**src/rtl/dnn2ami_rd_path.sv**
```systemverilog
// Read sequencer: splits DNNWeaver macro reads into 8-byte AMI reads and steers
// the in-order AMI responses into the requesting PU's input buffer.
package dnn2ami_pkg;
    typedef struct packed {
        logic        valid;
        logic        isWrite;
        logic [63:0] addr;
        logic [63:0] data;
        logic [31:0] size;
    } AMIRequest;

    typedef struct packed {
        logic        valid;
        logic [63:0] data;
        logic [31:0] size;
    } AMIResponse;
endpackage

module dnn2ami_rd_path
    import dnn2ami_pkg::*;
#(
    parameter int NUM_PU          = 2,
    parameter int AXI_ADDR_WIDTH  = 32,
    parameter int AXI_DATA_WIDTH  = 64,
    parameter int TX_SIZE_WIDTH   = 10,
    parameter int NUM_PU_W        = $clog2(NUM_PU) + 1,
    parameter int LOG_MACRO_Q     = 3,
    parameter int LOG_OUTSTANDING = 4
) (
    input  logic                         clk,
    input  logic                         rst_n,
    input  logic                         rd_req,
    input  logic [NUM_PU_W-1:0]          rd_pu_id,
    input  logic [TX_SIZE_WIDTH-1:0]     rd_req_size,
    input  logic [AXI_ADDR_WIDTH-1:0]    rd_addr,
    output logic                         rd_ready,
    output logic                         rd_done,
    output logic                         reqValid,
    output AMIRequest                    reqOut,
    input  logic                         reqOut_grant,
    input  logic                         respValid,
    input  AMIResponse                   respIn,
    output logic                         respGrant,
    input  logic [NUM_PU-1:0]            inbuf_full,
    output logic [NUM_PU*AXI_DATA_WIDTH-1:0] data_to_inbuf,
    output logic [NUM_PU-1:0]            inbuf_push,
    output logic                         rd_err
);
    localparam int MQ_DEPTH  = 1 << LOG_MACRO_Q;
    localparam int TAG_DEPTH = 1 << LOG_OUTSTANDING;

    typedef enum logic {S_IDLE, S_ISSUE} seq_state_t;

    // Macro request queue
    logic [AXI_ADDR_WIDTH-1:0] mq_addr [MQ_DEPTH];
    logic [TX_SIZE_WIDTH-1:0]  mq_size [MQ_DEPTH];
    logic [NUM_PU_W-1:0]       mq_pu   [MQ_DEPTH];
    logic [LOG_MACRO_Q-1:0]    mq_wr, mq_rd;
    logic [LOG_MACRO_Q:0]      mq_cnt;
    logic                      mq_full, mq_empty, mq_push, mq_pop;

    // Tag FIFO: one entry per AMI read in flight
    logic [NUM_PU_W-1:0]        tag_pu   [TAG_DEPTH];
    logic                       tag_last [TAG_DEPTH];
    logic [LOG_OUTSTANDING-1:0] tag_wr, tag_rd;
    logic [LOG_OUTSTANDING:0]   tag_cnt;
    logic                       tag_full, tag_empty, tag_push, tag_pop;

    seq_state_t                state, state_nx;
    logic [AXI_ADDR_WIDTH-1:0] cur_addr;
    logic [TX_SIZE_WIDTH-1:0]  beats_left;
    logic [NUM_PU_W-1:0]       cur_pu;
    logic                      cur_last;
    logic                      head_full;
    logic                      unused_resp;

    assign mq_full   = mq_cnt[LOG_MACRO_Q];
    assign mq_empty  = (mq_cnt == '0);
    assign mq_push   = rd_req && !mq_full && (rd_req_size != '0);
    assign rd_ready  = !mq_full;
    assign tag_full  = tag_cnt[LOG_OUTSTANDING];
    assign tag_empty = (tag_cnt == '0);
    assign cur_last  = (beats_left == TX_SIZE_WIDTH'(1));

    always_ff @(posedge clk) begin
        if (mq_push) begin
            mq_addr[mq_wr] <= rd_addr;
            mq_size[mq_wr] <= rd_req_size;
            mq_pu[mq_wr]   <= rd_pu_id;
        end
        if (tag_push) begin
            tag_pu[tag_wr]   <= cur_pu;
            tag_last[tag_wr] <= cur_last;
        end
    end

    always_ff @(posedge clk or negedge rst_n) begin
        if (!rst_n) begin
            mq_wr   <= '0;
            mq_rd   <= '0;
            mq_cnt  <= '0;
            tag_wr  <= '0;
            tag_rd  <= '0;
            tag_cnt <= '0;
        end else begin
            if (mq_push) mq_wr <= mq_wr + 1'b1;
            if (mq_pop) mq_rd <= mq_rd + 1'b1;
            mq_cnt <= mq_cnt + {{LOG_MACRO_Q{1'b0}}, mq_push} - {{LOG_MACRO_Q{1'b0}}, mq_pop};
            if (tag_push) tag_wr <= tag_wr + 1'b1;
            if (tag_pop) tag_rd <= tag_rd + 1'b1;
            tag_cnt <= tag_cnt + {{LOG_OUTSTANDING{1'b0}}, tag_push}
                               - {{LOG_OUTSTANDING{1'b0}}, tag_pop};
        end
    end

    always_comb begin
        state_nx = state;
        mq_pop   = 1'b0;
        reqValid = 1'b0;
        tag_push = 1'b0;
        case (state)
            S_IDLE: begin
                if (!mq_empty) begin
                    mq_pop   = 1'b1;
                    state_nx = S_ISSUE;
                end
            end
            S_ISSUE: begin
                reqValid = !tag_full;
                tag_push = reqValid && reqOut_grant;
                if (tag_push && cur_last) state_nx = S_IDLE;
            end
            default: state_nx = S_IDLE;
        endcase
    end

    always_ff @(posedge clk or negedge rst_n) begin
        if (!rst_n) begin
            state      <= S_IDLE;
            cur_addr   <= '0;
            beats_left <= '0;
            cur_pu     <= '0;
        end else begin
            state <= state_nx;
            if (mq_pop) begin
                cur_addr   <= mq_addr[mq_rd];
                beats_left <= mq_size[mq_rd];
                cur_pu     <= mq_pu[mq_rd];
            end else if (tag_push) begin
                cur_addr   <= cur_addr + AXI_ADDR_WIDTH'(8);
                beats_left <= beats_left - TX_SIZE_WIDTH'(1);
            end
        end
    end

    always_comb begin
        reqOut         = '0;
        reqOut.valid   = reqValid;
        reqOut.isWrite = 1'b0;
        reqOut.addr    = 64'(cur_addr);
        reqOut.size    = 32'd8;
    end

    // A response with no tag outstanding is granted to drain it, but goes nowhere.
    always_comb begin
        head_full  = 1'b0;
        inbuf_push = '0;
        for (int p = 0; p < NUM_PU; p++) begin
            if (tag_pu[tag_rd] == p[NUM_PU_W-1:0]) head_full = inbuf_full[p];
        end
        tag_pop   = respValid && !tag_empty && !head_full;
        respGrant = respValid && (tag_empty || !head_full);
        for (int p = 0; p < NUM_PU; p++) begin
            if (tag_pop && (tag_pu[tag_rd] == p[NUM_PU_W-1:0])) inbuf_push[p] = 1'b1;
        end
    end

    assign data_to_inbuf = {NUM_PU{respIn.data[AXI_DATA_WIDTH-1:0]}};
    assign unused_resp   = ^{respIn.valid, respIn.size};

    always_ff @(posedge clk or negedge rst_n) begin
        if (!rst_n) begin
            rd_done <= 1'b0;
            rd_err  <= 1'b0;
        end else begin
            rd_done <= tag_pop && tag_last[tag_rd];
            rd_err  <= rd_err || (respValid && tag_empty);
        end
    end
endmodule

```
**config.mk**
```make
export PLATFORM = sky130hd
export DESIGN_NAME = dnn2ami_rd_path
export DESIGN_NICKNAME = d
export VERILOG_FILES = /design/src/rtl/dnn2ami_rd_path.sv
export SDC_FILE = /design/constraint.sdc
export NUM_CORES = 1
export LEC_CHECK = 0
export ABC_CLOCK_PERIOD_IN_PS = 5150
export CORE_ASPECT_RATIO = 0.7
export CORE_MARGIN = 3
export CORE_UTILIZATION = 51
export DETAILED_ROUTE_END_ITERATION = 8
export PLACE_DENSITY = 0.8
export SLEW_MARGIN = 20
export SYNTH_ARGS = -nofsm -noshare
export SYNTH_HDL_FRONTEND = slang
export SYNTH_SLANG_ARGS = --single-unit
```
**constraint.sdc**
```tcl
create_clock -name clk -period 5.15 [get_ports clk]
set_clock_uncertainty 0.1 [all_clocks]
set_input_delay 0.515 -clock clk [delete_from_list [all_inputs] [get_ports clk]]
set_output_delay 0.515 -clock clk [all_outputs]
set_load 0.01 [all_outputs]
```
# Word level (Yosys, flattened, before mapping)
# Memory sizes are Yosys's and may differ from the RTL's. A register that Yosys moved wholly into a read port is not among the register bits.
# Index checks and enable logic that the tools add are counted.
word_totals:
  wordCells: 70
  memories: 5
  reg_bits: 68
  ram_bits: 400
  input_bits: 148
op_classes:
  n_eq_ne: 2
  n_mux: 18
  n_bitwise: 1
  n_reduce_logical: 23
  addsub: 10
memory_table:
  columns: ["name", "depth", "word_bits", "rd", "rd_clocked_by_memory_dff", "wr", "line_no", "text"]
  rows:
  - ["mq_addr", 8, 32, 1, 0, 1, "55", "logic [AXI_ADDR_WIDTH-1:0] mq_addr [MQ_DEPTH];"]
  - ["mq_size", 8, 10, 1, 0, 1, "56", "logic [TX_SIZE_WIDTH-1:0] mq_size [MQ_DEPTH];"]
  - ["tag_pu", 16, 2, 1, 0, 1, "63", "logic [NUM_PU_W-1:0] tag_pu [TAG_DEPTH];"]
  - ["mq_pu", 8, 2, 1, 1, 1, "57", "logic [NUM_PU_W-1:0] mq_pu [MQ_DEPTH];"]
  - ["tag_last", 16, 1, 1, 0, 1, "64", "logic tag_last [TAG_DEPTH];"]
ops:
  columns: ["operator", "count"]
  rows:
  - ["$mux 32", 2]
  - ["$add 32x4->32 const B", 1]
  - ["$mux 10", 2]
  - ["$mux 1", 13]
  - ["$logic_and 1x1->1", 11]
  - ["$eq 10x1->1 const B", 1]
  - ["$reduce_bool 10->1", 1]
  - ["$sub 10x1->10 const B", 1]
  - ["$add 4x1->4 const B", 2]
  - ["$add 3x1->3 const B", 2]
  - ["$add 5x1->5", 1]
  - ["$logic_not 1->1", 5]
  - ["$logic_not 5->1", 1]
  - ["$sub 5x1->5", 1]
  - ["$add 4x1->4", 1]
  - ["$logic_not 4->1", 1]
  - ["$sub 4x1->4", 1]
  - ["$eq 2x1->1 const B", 1]
  - ["$logic_not 2->1", 1]
  - ["$logic_or 1x1->1", 2]
  - ["$pmux 1 s2", 1]
  - ["$reduce_bool 2->1", 1]
  - ["$not 1->1", 1]

# Logic depth before layout (Yosys ltp)
# Gate-level depths: netlist (run 1).
# An unclocked memory read counts as a cell.
depth:
  word_depth: 8
  mapped_depth: 15

# Least setup slack after synthesis (run 1)
# Ideal clock, no wire load.
synth_path:
  kind: "input to register"
  start: "input rd_req_size[0]"
  end: "memory mq_addr[2][0], enable pin"
  required_ns: 4.541
  setup_slack_ns: 0.167
  cell_stages: 6
  arrival_time_ns: 4.374
  path_cell_list: "nor4_1 > nand3_1 > and3_1 > clkbuf_1 > nand2b_1 > nor3b_1"
synth_via:
  elab_chain_len: 4
synth_rtl:
  columns: ["element", "line_no", "text"]
  rows:
  - ["start: declaration", "34", "input logic [TX_SIZE_WIDTH-1:0] rd_req_size,"]
  - ["$reduce_bool 10->1", "79", "assign mq_push = rd_req && !mq_full && (rd_req_size != '0);"]
  - ["$logic_and 1x1->1", "79", null]
  - ["$mux 1", "86", "if (mq_push) begin"]
  - ["$mux 1 (not written as such)", "87", "mq_addr[mq_wr] <= rd_addr;"]
  - ["end: declaration", "55", null]
# Every way passes these cells.

# Worst setup path in the final report (run 1)
layout_path:
  start: "register tag_rd[0]"
  end: "output respGrant"
layout_via:
  elab_chain_len: 7
  word_cells_on_any_way: 8
  classes_between: "eq/ne: 1; mux: 2; reduce/logical: 4; memory: 1"
layout_rtl:
  columns: ["element", "line_no", "text"]
  rows:
  - ["start: declaration", "65", "logic [LOG_OUTSTANDING-1:0] tag_wr, tag_rd;"]
  - ["start signal: assignment", "110", "if (tag_pop) tag_rd <= tag_rd + 1'b1;"]
  - ["$mem_v2 16x2 (*)", null, null]
  - ["$logic_not 2->1", "169", "if (tag_pu[tag_rd] == p[NUM_PU_W-1:0]) head_full = inbuf_full[p];"]
  - ["$mux 1", "169", null]
  - ["$mux 1 (*)", "169", null]
  - ["$logic_not 1->1 (*)", "172", "respGrant = respValid && (tag_empty || !head_full);"]
  - ["$logic_or 1x1->1 (*)", "172", null]
  - ["$logic_and 1x1->1 (*)", "172", null]
  - ["end: declaration", "43", "output logic respGrant,"]
# Mark *: on every way between the ends. The rest lies on a longest branch, timed or not.

==> summary by stage, run 1 <==
Place
Before CTS, the worst setup slack after placement is 1.34 ns. Detailed placement finished with a half-perimeter wire length of 29300 um. The global placer's final weighted congestion is 0.786.

The number of port buffers is 90.

Layout
The share of cells above drive strength 1 is 15.9%. Once layout is complete, the utilization of the core stands at 56.2%. The net total in the final layout is 1436. The repair_antennas step left the layout with diodes totalling 0. From synthesis to final layout, the design area changed by 7.67%. Fill cells in the final layout number 3019.

Critical path
The longest individual stage delay on the worst path is 0.61 ns. On the critical path, the stage with the largest delay is an instance of sky130_fd_sc_hd__dfrtp_1. The critical path capture point is respGrant.

In this design, the critical path's most frequently occurring cell is sky130_fd_sc_hd__mux2i_1. The maximum net fanout on the critical path is 11. STA classifies the critical path endpoint as an output pin. The critical path crosses 7 cells after its start point. In this run the register-to-register setup slack is 1.38 ns. At the worst endpoint, the arrival time is 3.69 ns. STA classifies the critical path startpoint as a flop. The destination of the worst register-to-register timing path is tag_cnt[4].

The number of cells on the worst reg-to-reg path is 14. The launch instance of the worst register-to-register path is tag_rd[0]. Walking the worst path, the cells encountered are buf_4 > mux4_2 > mux2i_1 > mux2i_1 > o21ba_1 > a21boi_0 > clkdlybuf4s50_1. Counting both buffers and inverters, the worst setup path holds a total of 2. Among cell families on the critical path, the largest total delay comes from multiplexers. STA puts the critical path data required time at 4.53 ns. The source of the critical timing path is tag_rd[0]. The class of the most critical setup path is flop to output pin.

Logic synthesis
In this run the mean area of a mapped cell was 16.2 um2. The commonest cells after synthesis are 400 x sky130_fd_sc_hd__edfxtp_1, 258 x sky130_fd_sc_hd__buf_4, 100 x sky130_fd_sc_hd__mux4_2. The count of warnings emitted by yosys is 0.

After synthesis, the cell types taking the most area are sky130_fd_sc_hd__edfxtp_1 57%, sky130_fd_sc_hd__mux4_2 11%, sky130_fd_sc_hd__buf_4 9.3%. The number of cells produced by synthesis is 1288. The most used flip-flop cell after synthesis is sky130_fd_sc_hd__edfxtp_1. After synthesis the netlist holds a flip-flop and latch count of 470. The most common cell in the synthesized netlist is sky130_fd_sc_hd__edfxtp_1.

After synthesis, the netlist uses 55 different library cells. The top cell type by total area after synthesis is sky130_fd_sc_hd__edfxtp_1. The cell area after synthesis is 20900 um2.

The async set-or-reset flop fraction in the synthesized netlist is 14.9%. Sequential elements use 65.8% of the synthesized area. The top cell type's share of synthesized area is 57.5%.

Yosys mapped a number of flops with a built-in enable equal to 400.

Floorplanning
From left edge to right edge, the die measures 248 um. The standard cell core area is 40100 um2. The die is 175 um tall. The initial utilization of the core area, before any placement, comes to 52.2%.

The number of I/O pins is 445. The floorplan step defined a die boundary enclosing 43500 um2. Row generation in the floorplan step produced 61 rows.

STA
Setup repair after global routing left no endpoint under its margin. At the pin with the least slew margin, the transition time is 1.06 ns. Static timing analysis puts the maximum clock frequency at 232 MHz. The final number of setup-violating endpoints is 0.

The number of hold violations in the final report is 0. The number of slew-limit violations in the final report is 0. In the post-route analysis, the smallest setup slack over all paths is 0.844 ns. Setup total negative slack on the finished layout was measured at 0 ns.

In the finished design, the share of the clock period the worst path needs comes to 83.6%. Counting I/O delays and the setup requirement, the final critical path takes 4.31 ns. The normalized max-slew margin is 29.2%.

Hold path
The class of the most critical hold timing path is input pin to async pin.

Clock tree
The number of clock sinks is 470. TritonCTS built the clock tree. Clock tree synthesis inserted a total of 44 buffers. The cell sitting at the root of the clock tree is a sky130_fd_sc_hd__clkbuf_16. The H-tree was split into 2 levels.

The clock transition time at the flip-flop clock pins of the worst setup and hold paths is 0.06 ns. The clock tree buffer depth is 3. Clock latency on the worst-skew pair, taken at its later pin, is 0.55 ns.

Drt
The count of antenna-violating nets left after detailed routing is 0. The average detailed-routed wire length per instance is 24.6 um. In the routed design, unresolved DRC markers number 0. The iteration-0 DRC count of the detailed router is 1015. In the routed layout, each cell is associated on average with a via count of 5.61.

The first-pass iteration count of the detailed router is 5. The routed layout has 10300 vias. The total routed wirelength is 45200 um.

GRT
The number of global-route vias before repair is 10400. In the global route stage, overall resource usage came out at 21.1%. The initial antenna violation count is 2. The maximum number of pins on one net before global-route repair is 80. The wire length of the first global-routing pass is 67600 um. The aggregate global routing overflow is 0.

Pwr
The leakage power total is 7.57 nW. The maximum ir drop on the vdd rail is 0.000227 V. The power per cell area is 403 nW/um2.

Job
Max-cap violations in this run came to 0.

Run status
The flow ran to the end, and the final reports show no timing, DRC or antenna violations.
==> repair_timing <==
item,CTS,global route
resized for setup,0,0
hold buffers,1,0
endpoints found under the hold margin,27,0
setup buffers,0,0
==> sequential cells by signal, summed over array words and instances, names as in the netlist, 2 cells and up <==
register and flops:
beats_left 10, cur_addr 32, cur_pu 2, mq_addr 256
mq_cnt 4, mq_pu 16, mq_rd 3, mq_size 80
mq_wr 3, tag_cnt 5, tag_last 16, tag_pu 32
tag_rd 4, tag_wr 4
==> metal layers <==
layer | track usage (%) | wire length (um) | vias to the layer above
met2 | 33.8 | 22300 | 513
met3 | 6.04 | 4190 | 81
li1 | - | - | 4427
met5 | 0.905 | 69 | -
met1 | 28.4 | 17300 | 5277
met4 | 6.34 | 1270 | 6
==> report_power, final <==
| part | internal (W) | total, W | switching (W) |
|---|---|---|---|
| Combinational | 0.000589 | 0.00122 | 0.000627 |
| Sequential | 0.00430 | 0.00456 | 0.000263 |
| Clock | 0.00193 | 0.00330 | 0.00137 |
==> stage by stage <==
step	instances	instance area (um2)	total power (W)	hold WS (ns)
2_1_floorplan	1415	21400	0.00555	0.119
5_1_grt	1836	22500	0.00947	0.379
6_report	1836	22500	0.00907	0.353
3_5_place_dp	1754	21000	0.00585	0.376
4_1_cts	1836	22500	0.00914	0.343
3_3_place_gp	1754	21000	0.00580	0.343
==> worst min-delay path by stage <==
stage | to | slack, ns
floorplan | beats_left[0] | 0.12
global placement | rd_err | 0.34
detailed placement | rd_err | 0.38
CTS | tag_wr[0] | 0.34
global route | tag_wr[1] | 0.38
finish | rd_done | 0.35
==> final cells by class <==
type / count / area, um2 / share of cell area (%)
timing repair buffer: 117 / 1100 / 4.90
sequential: 470 / 13800 / 61.2
tap: 535 / 669 / 2.97
multi-input combinational: 609 / 5400 / 24.0
inverter: 24 / 90.1 / 0.400
clock inverter: 23 / 284 / 1.26
clock buffer: 58 / 1180 / 5.26
==> layout by cell type (no fill, tap or decap), types with 14 or more instances in the layout <==
cell / n
sky130_fd_sc_hd__mux2i_1: 24
sky130_fd_sc_hd__o21ai_0: 19
sky130_fd_sc_hd__conb_1: 129
sky130_fd_sc_hd__clkbuf_16: 44
sky130_fd_sc_hd__dfrtp_1: 67
sky130_fd_sc_hd__buf_4: 27
sky130_fd_sc_hd__a211oi_1: 27
sky130_fd_sc_hd__nor2b_1: 29
sky130_fd_sc_hd__xor2_1: 21
sky130_fd_sc_hd__nor2_1: 31
sky130_fd_sc_hd__inv_1: 24
sky130_fd_sc_hd__clkdlybuf4s50_1: 89
sky130_fd_sc_hd__xnor2_1: 21
sky130_fd_sc_hd__a21oi_1: 36
sky130_fd_sc_hd__mux4_2: 100
sky130_fd_sc_hd__ha_1: 20
sky130_fd_sc_hd__edfxtp_1: 400
sky130_fd_sc_hd__nand3_1: 14
sky130_fd_sc_hd__nand2_1: 36
==> logic make-up (layout without fill, tap and decap cells) <==
group	after synthesis	after routing	synth area share [%]
compound gates	104	104	3.10
xor+xnor	42	42	1.76
fa+ha+maj	22	22	1.39
buf+inv	336	222	10.8
flops	470	470	65.8
mux	129	129	12.4
other cells	2	129	0.0359
simple gates	183	183	4.67
No activity file was read; power rests on OpenSTA's default activity.
==> run 2: changes to the inputs <==
- ABC_CLOCK_PERIOD_IN_PS: 5150 -> 3570
- CORE_UTILIZATION: 51 -> 46
- PLACE_DENSITY: 0.8 -> 0.76
- clock period: 5.15 -> 3.57 ns (I/O delays scaled with it)
==> summary by stage, run 2 (synthesis gave the netlist of run 1 again) <==
Run status
The flow ran to the end, and the final reports show no timing, DRC or antenna violations.

Pwr
The worst-case IR drop observed on VDD is 0.000340 V. The share of total power dissipated in combinational logic is 15.1%. Cell internal power was estimated by the tool at 0.00985 W. Power comes to 0.0133 W.

For this design the total switching power over the nets is 0.00341 W. Net switching is 25.7% of the power. Registers are responsible for 49.2% of the overall power. For this design the static power due to leakage is 7.70 nW. Dividing total power by cell area gives a power density of 579 nW/um2. The clock network burns 35.7% of the power.

Floorplanning
The die covers 48100 um2. The standard-cell row count is 64. Once the floorplan was initialized, standard cells occupied 47.2% of the core. The vertical extent of the die is 184 um. The horizontal extent of the die is 261 um.

During I/O placement, the number of pins put on the boundary was 445. The core region is 44300 um2.

Critical path
STA classifies the critical path endpoint as a flop. The class of the most critical setup path is flop to flop. The data arrival at the endpoint of the critical path is 3.67 ns. The number of buffers and inverters on the critical path is 4. Of all nets on the critical path, the largest fanout is 16. STA classifies the critical path startpoint as a flop. Traced cell by cell, the critical path runs through buf_12 > mux4_2 > mux4_2 > buf_4 > nor2_1 > o21ai_0 > o211ai_1 > ha_1 > inv_1 > fa_1 > inv_1 > a21oi_1 > nor2_1 > nor2_1 > xnor2_1. The cell that appears most often on the critical path is sky130_fd_sc_hd__nor2_1. The data required time at the worst endpoint is 3.91 ns. The longest individual stage delay on the worst path is 0.55 ns. The slowest stage cell on the critical path is sky130_fd_sc_hd__mux4_2. The cell type group with the largest total delay on the critical path is multiplexers.

Layout
The register with the most flip-flops in the layout has 256 of them. The post-route netlist has 17.9% of its cells at a drive strength greater than 1. The net total in the final layout is 1453. After filler insertion, the fill cell instance count of the layout stands at 3460. The register with the most flip-flops is mq_addr. Leaving out fill and tap cells, the most frequent cell in the layout is sky130_fd_sc_hd__edfxtp_1. The finished layout holds 1917 standard cells, fillers aside. The area growth from synthesis to layout is 9.46%. Leaving out fill and tap cells, the most frequent cells in the layout are 400 x sky130_fd_sc_hd__edfxtp_1, 129 x sky130_fd_sc_hd__conb_1, 101 x sky130_fd_sc_hd__mux4_2. Once layout is done, the placed cells without fillers occupy 22900 um2. In the final layout, the registers with the most flip-flops are mq_addr (256), mq_size (80).

Clock tree
TritonCTS built the clock tree. The clock reaches the later pin of the worst-skew pair after 0.57 ns. The total clock buffers created by CTS is 45.

The depth of the CTS H-tree is 2. The clock transition time at the flip-flop clock pins of the worst setup and hold paths is 0.07 ns. The clock tree buffer depth is 3. The number of clock sinks is 470. The cell chosen for the clock root is sky130_fd_sc_hd__clkbuf_16.

GRT
The initial antenna violation count was 1. The number of global-route vias before repair came to 10400. The aggregate global routing overflow is 0. In the global route stage, overall resource usage came out at 18.3%.

Entering global routing, the biggest net connects 80 pins. The wire length of the first global-routing pass is 65200 um.

Place
The placement-stage cell area is 21300 um2. Routability-driven placement finished with a final weighted congestion of 0.815. The cell count after placement is 1822.

The HPWL after detailed placement is 27900 um. The number of port buffers is 90.

STA
The number of slew-limit violations in the final report is 0. The final setup TNS is 0 ns. The worst-margin pin slew is 0.952 ns. The normalized max-slew margin is 36.5%. The final number of setup-violating endpoints is 0. The time the final worst path needs with I/O delays and setup is 3.33 ns. The final worst-path cycle share is 93.3%. The peak clock frequency supported by timing is 300 MHz.

The number of hold violations in the final report is 0. Setup repair after global routing left no endpoint under its margin.

Drt
After detailed routing, the number of remaining DRC violations is 0. Before antenna repair, the detailed router went through 5 iterations. The average detailed-routed wire length per instance is 22.9 um. For this block, the initial DRC count from the detailed router was 841. The routed via count is 10200. Dividing the detail-routed via count by the number of cells gives 5.33. The total routed wirelength is 43900 um.

The count of antenna-violating nets left after detailed routing is 0.

Job
The tool flagged a number of max-cap violations equal to 0.

Hold path
In this run the worst hold path is classified as input pin to async pin.
[run 2: worst paths after layout]
path,from,end,slack [ns],cells after the start
hold / removal,rst_n,rd_err,0.15,2
min in group clk,rd_err,rd_err,0.37,1
setup reg to reg,tag_rd[0],tag_cnt[4],0.24,15
setup / recovery,tag_rd[0],tag_cnt[4],0.24,15
hold reg to reg,rd_err,rd_err,0.37,1
max in group asynchronous,rst_n,mq_rd[2],2.61,3
[run 2: routing by layer]
layer	wire length, um	global-route usage (%)	vias to the layer above
li1	-	-	4465
met4	1780	7.77	2
met1	17900	24.5	5256
met2	20900	28.8	388
met3	3270	4.67	111
met5	71	0.992	-
[run 2: power groups by stage]
stage	logic [W]	clock network (W)	registers (W)
after floorplan	0.00147	0	0.00653
after global placement	0.00182	0	0.00661
after detailed placement	0.00189	0	0.00663
after CTS	0.00194	0.00482	0.00652
after global routing	0.00218	0.00506	0.00656
final	0.00200	0.00473	0.00652
[run 2: stage by stage]
step,utilization (%),setup slack (ns),hold slack (ns)
CTS,51.5,0.0242,0.349
finish,51.7,0.238,0.154
detailed placement,48.1,0.0119,0.352
global placement,48.1,0.0826,0.340
floorplan,-,-1.27,-0.0386
global route,51.7,0.0686,0.155
[run 2: repair_timing]
action,4_1_cts,5_1_grt
hold buffers,1,0
resized for setup,7,3
endpoints found under the hold margin,70,0
endpoints found under the setup margin,3,1
buffers inserted,1,5
[run 2: cell type report]
| cell class | count | area, um2 | area share, % |
|---|---|---|---|
| Antenna cell | 3 | 7.51 | 0.0328 |
| Clock buffer | 59 | 1240 | 5.41 |
| Clock inverter | 25 | 236 | 1.03 |
| Inverter | 24 | 90.1 | 0.394 |
| Multi-Input combinational cell | 609 | 5420 | 23.7 |
| Sequential cell | 470 | 13800 | 60.2 |
| Tap cell | 594 | 743 | 3.25 |
| Timing Repair Buffer | 133 | 1370 | 5.98 |
